<file path="src/rtl/tartaruga_pkg.sv">
// Shared types for the memory-port arbiter: requester IDs, grant record and
// the round-robin helpers used to pick the next requester.
package tartaruga_pkg;

    localparam int NUM_MEM_REQ = 3;

    typedef enum logic [1:0] {
        REQ_IC  = 2'd0,
        REQ_DC  = 2'd1,
        REQ_PTW = 2'd2
    } mem_req_id_e;

    typedef struct packed {
        logic        valid;
        mem_req_id_e id;
    } mem_grant_t;

    // Successor in the fixed ring IC -> DC -> PTW -> IC.
    function automatic mem_req_id_e nextReqId(input mem_req_id_e id);
        case (id)
            REQ_IC:  return REQ_DC;
            REQ_DC:  return REQ_PTW;
            default: return REQ_IC;
        endcase
    endfunction

    // First asserted requester walking the ring from 'start'.
    function automatic mem_grant_t rrPick(input logic [NUM_MEM_REQ-1:0] reqs,
                                          input mem_req_id_e start);
        mem_grant_t  pick;
        mem_req_id_e cand;
        pick.valid = 1'b0;
        pick.id    = REQ_IC;
        cand       = start;
        for (int i = 0; i < NUM_MEM_REQ; i++) begin
            if (!pick.valid && reqs[cand]) begin
                pick.valid = 1'b1;
                pick.id    = cand;
            end
            cand = nextReqId(cand);
        end
        return pick;
    endfunction

endpackage

</file>
<file path="src/rtl/mem_arb_id_fifo.sv">
// In-order FIFO of requester IDs for requests accepted by memory but not yet
// answered. The head names the owner of the next memory response.
module mem_arb_id_fifo
    import tartaruga_pkg::*;
#(
    parameter int DEPTH = 2,
    parameter int CNT_W = $clog2(DEPTH) + 1
) (
    input  logic             i_clk,
    input  logic             i_rstn,
    input  logic             i_push,
    input  mem_req_id_e      i_id,
    input  logic             i_pop,
    output logic             o_full,
    output logic             o_empty,
    output mem_req_id_e      o_head,
    output logic [CNT_W-1:0] o_count
);

    localparam int PTR_W = (DEPTH > 1) ? $clog2(DEPTH) : 1;

    mem_req_id_e      r_mem [DEPTH];
    logic [PTR_W-1:0] r_wrPtr;
    logic [PTR_W-1:0] r_rdPtr;
    logic [CNT_W-1:0] r_count;
    logic             w_doPush;
    logic             w_doPop;

    // Pointers wrap at DEPTH; a depth of one keeps them pinned at zero.
    function automatic logic [PTR_W-1:0] ptrInc(input logic [PTR_W-1:0] p);
        if (p == PTR_W'(DEPTH - 1)) return '0;
        return p + 1'b1;
    endfunction

    assign w_doPush = i_push & ~o_full;
    assign w_doPop  = i_pop & ~o_empty;
    assign o_full   = (r_count == CNT_W'(DEPTH));
    assign o_empty  = (r_count == '0);
    assign o_head   = r_mem[r_rdPtr];
    assign o_count  = r_count;

    // Storage, pointers and occupancy; push and pop together keep the count.
    always_ff @(posedge i_clk or negedge i_rstn) begin
        if (!i_rstn) begin
            for (int i = 0; i < DEPTH; i++) begin
                r_mem[i] <= REQ_IC;
            end
            r_wrPtr <= '0;
            r_rdPtr <= '0;
            r_count <= '0;
        end else begin
            if (w_doPush) begin
                r_mem[r_wrPtr] <= i_id;
                r_wrPtr        <= ptrInc(r_wrPtr);
            end
            if (w_doPop) begin
                r_rdPtr <= ptrInc(r_rdPtr);
            end
            case ({w_doPush, w_doPop})
                2'b10:   r_count <= r_count + 1'b1;
                2'b01:   r_count <= r_count - 1'b1;
                default: r_count <= r_count;
            endcase
        end
    end

endmodule

</file>
<file path="src/rtl/mem_port_arbiter.sv">
// Shares one memory request/response port between icache (0), dcache (1)
// and the page-table walker (2). Round-robin grant, held while memory stalls;
// responses are routed back in request order through an ID FIFO.
// Build option: define MEM_ARB_PTW_PRIO_EN to let the PTW win every unlocked
// arbitration, with round-robin kept between icache and dcache.
module mem_port_arbiter
    import tartaruga_pkg::*;
#(
    parameter int ADDR_W    = 32,
    parameter int DATA_W    = 128,
    parameter int MAX_OUTST = 2
) (
    input  logic              clk_i,
    input  logic              rstn_i,
    input  logic              ic_req_valid_i,
    input  logic [ADDR_W-1:0] ic_req_addr_i,
    output logic              ic_req_ready_o,
    output logic              ic_rsp_valid_o,
    input  logic              dc_req_valid_i,
    input  logic [ADDR_W-1:0] dc_req_addr_i,
    input  logic              dc_req_we_i,
    input  logic [DATA_W-1:0] dc_req_wdata_i,
    output logic              dc_req_ready_o,
    output logic              dc_rsp_valid_o,
    input  logic              ptw_req_valid_i,
    input  logic [ADDR_W-1:0] ptw_req_addr_i,
    output logic              ptw_req_ready_o,
    output logic              ptw_rsp_valid_o,
    output logic [DATA_W-1:0] rsp_data_o,
    output logic              mem_req_valid_o,
    output logic [ADDR_W-1:0] mem_req_addr_o,
    output logic              mem_req_we_o,
    output logic [DATA_W-1:0] mem_req_wdata_o,
    input  logic              mem_req_ready_i,
    input  logic              mem_rsp_valid_i,
    input  logic [DATA_W-1:0] mem_rsp_data_i,
    output logic              arb_busy_o,
    output logic              arb_err_o
);

    localparam int CNT_W = $clog2(MAX_OUTST) + 1;

    logic [NUM_MEM_REQ-1:0] w_reqVec;
    mem_grant_t             w_pick;
    logic                   w_grantValid;
    mem_req_id_e            w_grantId;
    logic                   w_memReqValid;
    logic                   w_push;
    logic                   w_pop;
    logic                   w_fifoFull;
    logic                   w_fifoEmpty;
    mem_req_id_e            w_headId;
    logic [CNT_W-1:0]       w_fifoCount;

    logic                   r_lockValid;
    mem_req_id_e            r_lockId;
    mem_req_id_e            r_rrPtr;
    logic                   r_err;

    assign w_reqVec = {ptw_req_valid_i, dc_req_valid_i, ic_req_valid_i};

    // Candidate winner when no grant is held.
    always_comb begin
        w_pick = '{valid: 1'b0, id: REQ_IC};
`ifdef MEM_ARB_PTW_PRIO_EN
        if (w_reqVec[REQ_PTW]) begin
            w_pick.valid = 1'b1;
            w_pick.id    = REQ_PTW;
        end else begin
            w_pick = rrPick({1'b0, w_reqVec[REQ_DC], w_reqVec[REQ_IC]}, r_rrPtr);
        end
`else
        w_pick = rrPick(w_reqVec, r_rrPtr);
`endif
    end

    // A held grant wins outright; otherwise nothing is granted once the FIFO is full.
    always_comb begin
        w_grantValid = 1'b0;
        w_grantId    = REQ_IC;
        if (r_lockValid) begin
            w_grantValid = w_reqVec[r_lockId];
            w_grantId    = r_lockId;
        end else if (!w_fifoFull) begin
            w_grantValid = w_pick.valid;
            w_grantId    = w_pick.id;
        end
    end

    assign w_memReqValid = rstn_i & w_grantValid;
    assign w_push        = w_memReqValid & mem_req_ready_i;
    assign w_pop         = rstn_i & mem_rsp_valid_i & ~w_fifoEmpty;

    // Forward the granted request; icache and PTW never write.
    always_comb begin
        mem_req_addr_o  = '0;
        mem_req_we_o    = 1'b0;
        mem_req_wdata_o = '0;
        if (w_memReqValid) begin
            case (w_grantId)
                REQ_IC:  mem_req_addr_o = ic_req_addr_i;
                REQ_DC: begin
                    mem_req_addr_o  = dc_req_addr_i;
                    mem_req_we_o    = dc_req_we_i;
                    mem_req_wdata_o = dc_req_wdata_i;
                end
                REQ_PTW: mem_req_addr_o = ptw_req_addr_i;
                default: mem_req_addr_o = '0;
            endcase
        end
    end

    assign mem_req_valid_o = w_memReqValid;
    assign ic_req_ready_o  = w_push & (w_grantId == REQ_IC);
    assign dc_req_ready_o  = w_push & (w_grantId == REQ_DC);
    assign ptw_req_ready_o = w_push & (w_grantId == REQ_PTW);

    assign ic_rsp_valid_o  = w_pop & (w_headId == REQ_IC);
    assign dc_rsp_valid_o  = w_pop & (w_headId == REQ_DC);
    assign ptw_rsp_valid_o = w_pop & (w_headId == REQ_PTW);
    assign rsp_data_o      = rstn_i ? mem_rsp_data_i : '0;

    assign arb_busy_o = (w_fifoCount != '0) | r_lockValid;
    assign arb_err_o  = r_err;

    // Grant lock, round-robin pointer and the sticky spurious-response flag.
    always_ff @(posedge clk_i or negedge rstn_i) begin
        if (!rstn_i) begin
            r_lockValid <= 1'b0;
            r_lockId    <= REQ_IC;
            r_rrPtr     <= REQ_IC;
            r_err       <= 1'b0;
        end else begin
            if (w_push) begin
                r_lockValid <= 1'b0;
                r_rrPtr     <= nextReqId(w_grantId);
            end else if (w_memReqValid) begin
                r_lockValid <= 1'b1;
                r_lockId    <= w_grantId;
            end
            if (mem_rsp_valid_i && w_fifoEmpty) begin
                r_err <= 1'b1;
            end
        end
    end

    mem_arb_id_fifo #(
        .DEPTH (MAX_OUTST),
        .CNT_W (CNT_W)
    ) u_idFifo (
        .i_clk   (clk_i),
        .i_rstn  (rstn_i),
        .i_push  (w_push),
        .i_id    (w_grantId),
        .i_pop   (w_pop),
        .o_full  (w_fifoFull),
        .o_empty (w_fifoEmpty),
        .o_head  (w_headId),
        .o_count (w_fifoCount)
    );

endmodule

</file>
<file path="config.mk">
export PLATFORM = sky130hd
export DESIGN_NAME = mem_port_arbiter
export DESIGN_NICKNAME = d
export VERILOG_FILES = /design/src/rtl/tartaruga_pkg.sv /design/src/rtl/mem_arb_id_fifo.sv /design/src/rtl/mem_port_arbiter.sv
export SDC_FILE = /design/constraint.sdc
export NUM_CORES = 1
export LEC_CHECK = 0
export BUFFER_PORTS_ARGS = -buffer_cell sky130_fd_sc_hd__buf_2
export CAP_MARGIN = 40
export CORE_AREA = 2 2 254 256
export CTS_BUF_LIST = sky130_fd_sc_hd__clkbuf_16
export CTS_CLUSTER_DIAMETER = 50
export DETAILED_ROUTE_END_ITERATION = 7
export DIE_AREA = 0 0 256 258
export PLACE_DENSITY = 0.3
export RECOVER_POWER = 25
export SYNTH_ARGS = -nofsm -noshare
export SYNTH_HDL_FRONTEND = slang
export SYNTH_SLANG_ARGS = --single-unit
</file>
<file path="constraint.sdc">
create_clock -name clk_i -period 2.2 [get_ports clk_i]
set_input_delay 0.44 -clock clk_i [delete_from_list [all_inputs] [get_ports clk_i]]
set_output_delay 0.44 -clock clk_i [all_outputs]
set_load 0.02 [all_outputs]
</file>
== After elaboration in Yosys (flattened, before gate mapping) ==
Index checks and enable logic that the tools add are counted.
Operators by class
  equality and inequality tests: 9
  reductions and logical operators: 15
  add/sub/neg operators: 4
  bitwise gates (word level): 18
  $lt $le $gt $ge: 7
  multiplexer cells: 42
Operators with widths (number)
  2-to-1 mux 128 bit: 3
  one-hot mux 32 bit (3 select lines): 1
  2-to-1 mux 32 bit: 1
  2-to-1 mux 1 bit: 18
  one-hot mux 2 bit (2 select lines): 4
  bitwise AND 1 bit: 12
  less-than comparator 2 x 3 -> 1 bit (second input constant): 4
  2-to-1 mux 2 bit: 6
  == test 2 x 1 -> 1 bit (second input constant): 5
  zero test 2 bit: 5
  2-to-1 mux 3 bit: 3
  binary-select mux 1 bit (select 2 bit): 4
  == test 2 bit (second input constant): 4
  nonzero test 2 bit: 3
  bitwise mux 4 bit: 1
  >= comparator 2 bit (second input constant): 2
  logical AND 1 bit: 4
  NOT 1 -> 2 bit: 2
  NOT 1 bit: 3
  adder 1 bit (second input constant): 2
  adder 2 x 1 -> 2 bit (second input constant): 1
  demux 2 bit (select 1 bit): 1
  zero test 1 bit: 2
  less-than comparator 2 x 1 -> 1 bit (second input constant): 1
  other kinds (3): 3
Word-level totals
  register bits: 14

== Longest topological paths before layout ==
Gate-level depths: netlist of run 1.
  word-level depth: 16
  mapped depth: 11

== Cells and area by module ==
Synthesis of run 1 repeated with hierarchy kept, for this count alone.
Unflattened totals
  cell total of the unflattened synthesis: 539
  area, all modules: 3599.7 um^2
Modules (own cells, without submodules)
  mem_port_arbiter: area each 3210.6 um^2, instances 1, cells each 511, seq. area each 150.1 um^2
  mem_arb_id_fifo: area each 389.1 um^2, instances 1, cells each 28, seq. area each 200.2 um^2

== Worst setup path before layout of run 1 ==
Ideal clock, no wire load.
  path type: in2out
  from: in ic_req_valid_i
  to: out ptw_req_ready_o
  stages: 8
  setup slack: -390 ps
  data arrival time: 2150 ps
  data required time: 1760 ps
  cell sequence: buf_4 nand2_1 o21ai_1 a211o_1 a32o_1 buf_2 buf_1 a211oi_1
Between the ends
  word-level cells in the longest chain between the ends: 14
  elaborated cells between the ends (all ways): 23
RTL lines
  start, declared: line mem_port_arbiter.sv:15  | input logic ic_req_valid_i,
  binary-select mux 1 bit (select 2 bit): line tartaruga_pkg.sv:36  | if (!pick.valid && reqs[cand]) begin
  2-to-1 mux 1 bit (implied by the code): line tartaruga_pkg.sv:36
  2-to-1 mux 3 bit: line tartaruga_pkg.sv:36
  zero test 1 bit: line tartaruga_pkg.sv:36
  logical AND 1 bit: line tartaruga_pkg.sv:36
  2-to-1 mux 3 bit: line tartaruga_pkg.sv:36
  zero test 1 bit: line tartaruga_pkg.sv:36
  logical AND 1 bit: line tartaruga_pkg.sv:36
  2-to-1 mux 3 bit: line tartaruga_pkg.sv:36
  2-to-1 mux 1 bit: line mem_port_arbiter.sv:84  | end else if (!w_fifoFull) begin
  2-to-1 mux 1 bit: line mem_port_arbiter.sv:81  | if (r_lockValid) begin
  bitwise AND 1 bit: line mem_port_arbiter.sv:90  | assign w_memReqValid = rstn_i & w_grantValid;
  bitwise AND 1 bit: line mem_port_arbiter.sv:91  | assign w_push = w_memReqValid & mem_req_ready_i;
  bitwise AND 1 bit (*): line mem_port_arbiter.sv:116  | assign ptw_req_ready_o = w_push & (w_grantId == REQ_PTW);
  end, declared: line mem_port_arbiter.sv:27  | output logic ptw_req_ready_o,
Mark *: on every way between the ends. The rest lies on a longest branch, timed or not. The select of a mux whose other input is x is not followed.

== Final worst setup path of run 1 ==
  from: reg r_rrPtr[0]
  to: out mem_req_addr_o[27]
Between the ends
  word-level cells in the longest chain between the ends: 14
  elaborated cells between the ends (all ways): 29
RTL lines
  start, declared: line mem_port_arbiter.sv:57  | mem_req_id_e r_rrPtr;
  start signal, assigned: line mem_port_arbiter.sv:136  | r_rrPtr <= nextReqId(w_grantId);
  parallel branches: the longest is 8 deep, another holds == test 2 x 1 -> 1 bit
  2-to-1 mux 3 bit (*): line tartaruga_pkg.sv:36
  2-to-1 mux 2 bit: line mem_port_arbiter.sv:84
  2-to-1 mux 2 bit: line mem_port_arbiter.sv:81
  == test 2 bit, or another cell as far along: line mem_port_arbiter.sv:100  | case (w_grantId)
  one-hot mux 32 bit (3 select lines): line mem_port_arbiter.sv:100
  2-to-1 mux 32 bit (*): line mem_port_arbiter.sv:99  | if (w_memReqValid) begin
  end, declared: line mem_port_arbiter.sv:31  | output logic [ADDR_W-1:0] mem_req_addr_o,
Mark *: on every way between the ends. The select of a mux whose other input is x is not followed.

==> results.txt, run 1 <==
Top Ports: 658
WP data arrival: 2300 ps
Yosys top cell area share: 40.8%
Final Hold Fails: 0
Worst-path clk slew: 50 ps
Cell taking the most area after synthesis: and2_1
P per Cell Area: 724 nW/µm²
Critical Path End Type: output pin
Die width: 256 µm
VDD IR max: 0.000360 V
Register area share after synthesis: 8.88%
Clock Tree Root: clkbuf_16
Clk sinks: 14
Synth Area per Inst: 7.44 µm²
Deepest clock path buffer count: 2
Largest net degree at the start of global routing: 126
Worst r2r path cells: 9
Mapped Area: 3950 µm²
Cts hold-fix bufs: 0
Max stage delay on crit path: 450 ps
#FFs+latches synth: 14
Relative slew slack: 66.6%
Skew final: 1.68 ps
DIE AREA: 66000 µm²
Synth top area cells: and2_1, mux2_2, o22ai_2, dfrtp_1, mux2i_1
Top Family by Delay on Critical Path: compound AO/OA/AOI/OAI gates
TritonCTS buffer count: 3
Die height: 258 µm
Top FF cell, synth: dfrtp_1
Outcome: finished with violations
Drt total wl: 31800 µm
First-pass GRT wire length: 42000 µm
Failing checks: negative setup slack
Most frequent cell after synthesis: and2_1
Worst path slowest cell: dfrtp_2
CTS tree: built
Leak: 0.00552 µW
Via count: 6459
Initial Utilization: 6.20%
Pre-antenna DRT Iters: 4
Initial antenna violation count: 8
Maximum clock rate: 0.365 GHz
Via/cell ratio: 3.09
GR Overflow Total: 0
Actual slew at the worst max-slew pin: 499 ps
Min Hold Slack: 419 ps
GRT Util Overall: 8.27%
Post-route ant nets: 0
Initial drt markers: 183
Netlist cell types: 47
Cell count after synthesis: 530
Core Rows: 93
Syn nets: 891
Final period utilization: 124%
Asr flop ratio synth: 100%
Final setup violation count: 187
Post-DP HPWL: 25400 µm
Ratio of cells with drive above 1 in the final layout: 80.9%
Crit Path Class: register to output pin
Worst path depth: 8
Fin cells: 2090
Count of flip-flops with a built-in enable after synthesis: 0
Core Area: 63600 µm²
Max cap viols: 0
Post-route cell area: 11100 µm²
Unrepaired setup endpoints after global routing: true
Hold Path Class: primary input to register
Number of global-route vias before repair: 6512
# nets final: 1595
CP required: 1760 ps
YS warnings: 0
Placed cell areas: 9210 µm²
Clk_lat worst skew: 240 ps
Crit path time final: 2740 ps
Worst-path fanout max: 7
Avg WL per Cell: 15.2 µm
Critical path buffer and inverter count: 2
Synth-to-Final Area Change: 182%
Final slew viol count: 0
Cells after DPL: 2052
Hold path depth: 2
Most common library cells after synthesis: and2_1, nand2_1, mux2_2, mux2i_1, o22ai_2
H-tree Lvls: 1
Startpoint Class: register
DRC Markers: 0
Crit path cell chain: nand2b_4 -> o22ai_1 -> nand2_1 -> a32o_2 -> or2_4 -> buf_12 -> o22ai_4 -> buf_6
Final TNS setup: -82950 ps
Worst setup margin: -536 ps
GP Congestion: 0.898
Port bufs: 657
Core Util, Final: 17.5%
==> registers in the layout, summed over array words and instances, names as in the netlist <==
name              count
r_lockValid           1
u_idFifo.r_mem        4
u_idFifo.r_wrPtr      1
u_idFifo.r_rdPtr      1
r_lockId              2
r_rrPtr               2
u_idFifo.o_count      2
arb_err_o             1
==> power by group <==
part / total [µW] / internal [µW] / switching (µW)
Sequential: 489 / 368 / 122
Clock: 351 / 241 / 110
Combinational: 7210 / 3780 / 3430
Total: 8050 / 4390 / 3660
==> through the flow <==
step	power, µW	setup WS (ps)
after global routing	8550	-619
after floorplan	4170	-183
after global placement	6000	-516
after CTS	7380	-579
after detailed placement	5960	-533
final	8050	-536
==> layer usage <==
metal | vias up | GRT usage (%) | wire length [µm] | share of wire, %
li1 | 3160 | - | - | -
met1 | 2964 | 9.10 | 11600 | 37
met3 | 35 | 1.75 | 1980 | 6.2
met4 | 4 | 1.30 | 680 | 2.1
met2 | 296 | 16.3 | 17500 | 55
met5 | - | 0 | 27 | 0.085
==> final timing paths <==
| path | from | to | slack (ps) |
|---|---|---|---|
| worst max-delay path | r_rrPtr[0] | mem_req_addr_o[27] | -540 |
| worst min-delay path | mem_rsp_valid_i | arb_err_o | 420 |
| worst max register to register | r_lockId[1] | u_idFifo.r_mem[2] | -10 |
| worst min register to register | arb_err_o | arb_err_o | 480 |
| max in group asynchronous | rstn_i | r_rrPtr[0] | 1230 |
| min in group asynchronous | rstn_i | u_idFifo.r_mem[0] | 660 |
==> final cells by class <==
type                    count  area [µm²]
fillers                  7201       52500
inverters                   6        27.5
well taps                 855        1070
clock buffers               3        75.1
multi-input cells         461        4130
flip-flops and latches     14         353
diodes                      2        5.00
clock inverters             1        3.75
repair buffers            748        5450
==> repair_timing <==
action / in CTS / in global routing
setup endpoints to repair: 165 / 169
pin swaps: 10 / 16
resized for setup: 125 / 280
cloned: 7 / 9
setup buffers: 12 / 10
==> layout by cell type (no fill, tap or decap), drive strengths merged <==
| cell type | netlist | routed |
|---|---|---|
| a211o | 1 | 1 |
| a211oi | 1 | 1 |
| a21boi | 1 | 1 |
| a21o | 2 | 2 |
| a21oi | 3 | 3 |
| a22o | 1 | 1 |
| a32o | 1 | 1 |
| a32oi | 1 | 1 |
| a41oi | 1 | 1 |
| and2 | 257 | 257 |
| and4 | 1 | 2 |
| and4bb | 1 | 1 |
| buf | 33 | 734 |
| clkbuf | 17 | 17 |
| clkinv | 0 | 1 |
| dfrtp | 14 | 14 |
| diode | 0 | 2 |
| ha | 1 | 1 |
| inv | 6 | 6 |
| mux2 | 39 | 39 |
| mux2i | 33 | 33 |
| nand2 | 44 | 44 |
| nand2b | 3 | 3 |
| nand3 | 5 | 5 |
| nand4 | 1 | 1 |
| nor2 | 10 | 10 |
| nor2b | 1 | 1 |
| nor3 | 2 | 2 |
| nor4 | 1 | 1 |
| o211ai | 1 | 1 |
| o21ai | 4 | 4 |
| o22ai | 34 | 34 |
| o31a | 1 | 1 |
| o32a | 1 | 1 |
| or2 | 1 | 1 |
| or3 | 1 | 1 |
| or3b | 1 | 1 |
| xnor2 | 4 | 4 |
| xor2 | 1 | 1 |
==> kinds of logic (layout without fill, tap and decap cells) <==
kind of cell,count (synthesis),count (layout),synth area share [%]
other,0,2,0
AND/OR/NAND/NOR,329,330,49.2
buffers and inverters,56,758,7.10
adder cells (fa/ha/maj),1,1,0.317
AO/OA/AOI/OAI,53,53,13.6
flip-flops,14,14,8.88
multiplexers,72,72,19.8
XOR/XNOR,5,5,1.11
(Power assumes the default switching activity.)
==> run 2: changes to the inputs <==
==> constraint.sdc (replaced) <==
create_clock -name clk_i -period 2.2 [get_ports clk_i]
set_input_delay 0.33 -clock clk_i [delete_from_list [all_inputs] [get_ports clk_i]]
set_output_delay 0.33 -clock clk_i [all_outputs]
set_load 0.02 [all_outputs]
==> results.txt, run 2 (synthesized netlist as in run 1, its figures left out) <==
Clk_lat worst skew: 240 ps (about the same)
Failing checks: negative setup slack (unchanged)
Ratio of cells with drive above 1 in the final layout: 67.5% (was 80.9%)
Max cap viols: 0 (unchanged)
Deepest clock path buffer count: 2 (unchanged)
Final Hold Fails: 0 (unchanged)
Initial Utilization: 6.20% (unchanged)
Core Rows: 93 (unchanged)
CP required: 1870 ps (was 1760 ps)
Leak: 0.00498 µW (was 0.00552 µW)
Actual slew at the worst max-slew pin: 762 ps (was 499 ps)
Drt total wl: 31200 µm (was 31800 µm)
Max stage delay on crit path: 440 ps (was 450 ps)
VDD IR max: 0.000423 V (was 0.000360 V)
Final period utilization: 118% (was 124%)
Most frequent cells in the layout: buf_2, and2_1, buf_4 (was buf_2, buf_6, and2_4)
Initial drt markers: 251 (was 183)
Largest net degree at the start of global routing: 105 (was 126)
First-pass GRT wire length: 41300 µm (was 42000 µm)
# nets final: 1557 (was 1595)
Hold Path Class: primary input to asynchronous set/reset pin (was primary input to register)
Clk sinks: 14 (unchanged)
Unrepaired setup endpoints after global routing: true (unchanged)
Post-route cell area: 9560 µm² (was 11100 µm²)
CTS tree: built (unchanged)
TritonCTS buffer count: 3 (unchanged)
Outcome: finished with violations (unchanged)
GRT Util Overall: 8.29% (was 8.27%)
Port bufs: 657 (unchanged)
Final setup violation count: 164 (was 187)
GP Congestion: 1.07 (was 0.898)
Top Family by Delay on Critical Path: compound AO/OA/AOI/OAI gates (unchanged)
Startpoint Class: register (unchanged)
P per Cell Area: 674 nW/µm² (was 724 nW/µm²)
Skew final: 1.17 ps (was 1.68 ps)
Relative slew slack: 49.2% (was 66.6%)
Via count: 6294 (was 6459)
Most common cell after layout, fill and taps aside: buf_2 (unchanged)
Core Util, Final: 15.0% (was 17.5%)
Worst-path clk slew: 50 ps (about the same)
Maximum clock rate: 0.385 GHz (was 0.365 GHz)
Crit Path Class: register to output pin (unchanged)
Largest register FFs: 4 (unchanged)
Worst-path fanout max: 18 (was 7)
Largest Register: u_idFifo.r_mem (unchanged)
Initial antenna violation count: 13 (was 8)
Final TNS setup: -52350 ps (was -82950 ps)
Via/cell ratio: 3.06 (was 3.09)
Critical Path End Type: output pin (unchanged)
Synth-to-Final Area Change: 142% (was 182%)
DRC Markers: 0 (unchanged)
Die width: 256 µm (unchanged)
WP data arrival: 2260 ps (was 2300 ps)
Critical path buffer and inverter count: 3 (was 2)
Core Area: 63600 µm² (unchanged)
Crit path time final: 2590 ps (was 2740 ps)
Clock Tree Root: clkbuf_16 (unchanged)
Number of global-route vias before repair: 5989 (was 6512)
Pre-antenna DRT Iters: 4 (unchanged)
Final slew viol count: 0 (unchanged)
Crit path cell chain: buf_4 -> a21oi_1 -> a211o_1 -> a32o_2 -> or2_4 -> buf_12 -> o22ai_2 -> buf_6 (was nand2b_4 -> o22ai_1 -> nand2_1 -> a32o_2 -> or2_4 -> buf_12 -> o22ai_4 -> buf_6)
DIE AREA: 66000 µm² (unchanged)
Top Ports: 658 (unchanged)
GR Overflow Total: 0 (unchanged)
Die height: 258 µm (unchanged)
Post-DP HPWL: 26600 µm (was 25400 µm)
Worst path slowest cell: dfrtp_2 (unchanged)
Post-route ant nets: 0 (unchanged)
Avg WL per Cell: 15.2 µm (about the same)
H-tree Lvls: 1 (unchanged)
Worst setup margin: -395 ps (was -536 ps)
Placed cell areas: 8460 µm² (was 9210 µm²)
[run 2: path summary, 6_finish.rpt]
| path | from | to | slack (ps) | cells after the start |
|---|---|---|---|---|
| worst max-delay path | r_rrPtr[1] | mem_req_addr_o[5] | -390 | 8 |
| worst min-delay path | rstn_i | arb_err_o | 220 | 2 |
| worst min register to register | arb_err_o | arb_err_o | 460 | 1 |
| worst max register to register | r_rrPtr[1] | u_idFifo.o_count[1] | 80 | 10 |
| max in group asynchronous | rstn_i | r_rrPtr[1] | 940 | 3 |
| min in group clk_i | mem_rsp_valid_i | arb_err_o | 320 | 2 |
[run 2: cell type report]
class,count,area (µm²)
fill,7344,54100
clock buffer,3,75.1
multi-input combinational,460,3590
clock inverter,1,3.75
inverter,6,22.5
timing repair buffer,711,4430
sequential,14,353
tap,855,1070
antenna,7,17.5
[run 2: where the power goes]
| part | leakage (µW) | switching [µW] | total [µW] | internal, µW |
|---|---|---|---|---|
| combinational | 0.00478 | 2870 | 5600 | 2730 |
| clock | 0.0000386 | 111 | 352 | 241 |
| sequential | 0.000168 | 126 | 494 | 368 |
[run 2: repair_timing]
action,4_1_cts,5_1_grt
gates resized for setup,134,117
cloned,3,3
endpoints found under the setup margin,164,165
setup buffers,7,4
pin swaps,4,21
hold buffers,0,0
[run 2: routing by layer]
| metal | global-route usage, % | wire length, µm | vias to the layer above | share of wire [%] |
|---|---|---|---|---|
| li1 | - | - | 3079 | - |
| met3 | 2.67 | 2440 | 33 | 7.8 |
| met1 | 9.03 | 11500 | 2872 | 37 |
| met2 | 15.4 | 16400 | 304 | 52 |
| met4 | 2.19 | 799 | 6 | 2.6 |
| met5 | 0 | 46 | - | 0.15 |
[run 2: worst register-to-register path: cells and delay by family, from the launching register on]
kind / cells / cell delay, ps
xor gates and xnor gates: 1 / 140
adders and majority gates: 1 / 270
AOI/OAI and AO/OA: 2 / 380
buffers and inverters: 2 / 190
DFF: 1 / 440
and+or+nand+nor: 3 / 340
muxes: 1 / 290
[run 2: per-stage QoR]
stage	hold WS (ps)	setup slack, ps	cells	total power [µW]
after floorplan	34.4	-32.1	530	3280
after global placement	383	-277	2030	5050
after detailed placement	378	-292	2030	5050
after CTS	120	-405	2044	6190
after global routing	278	-488	2057	6860
final	219	-395	2057	6440
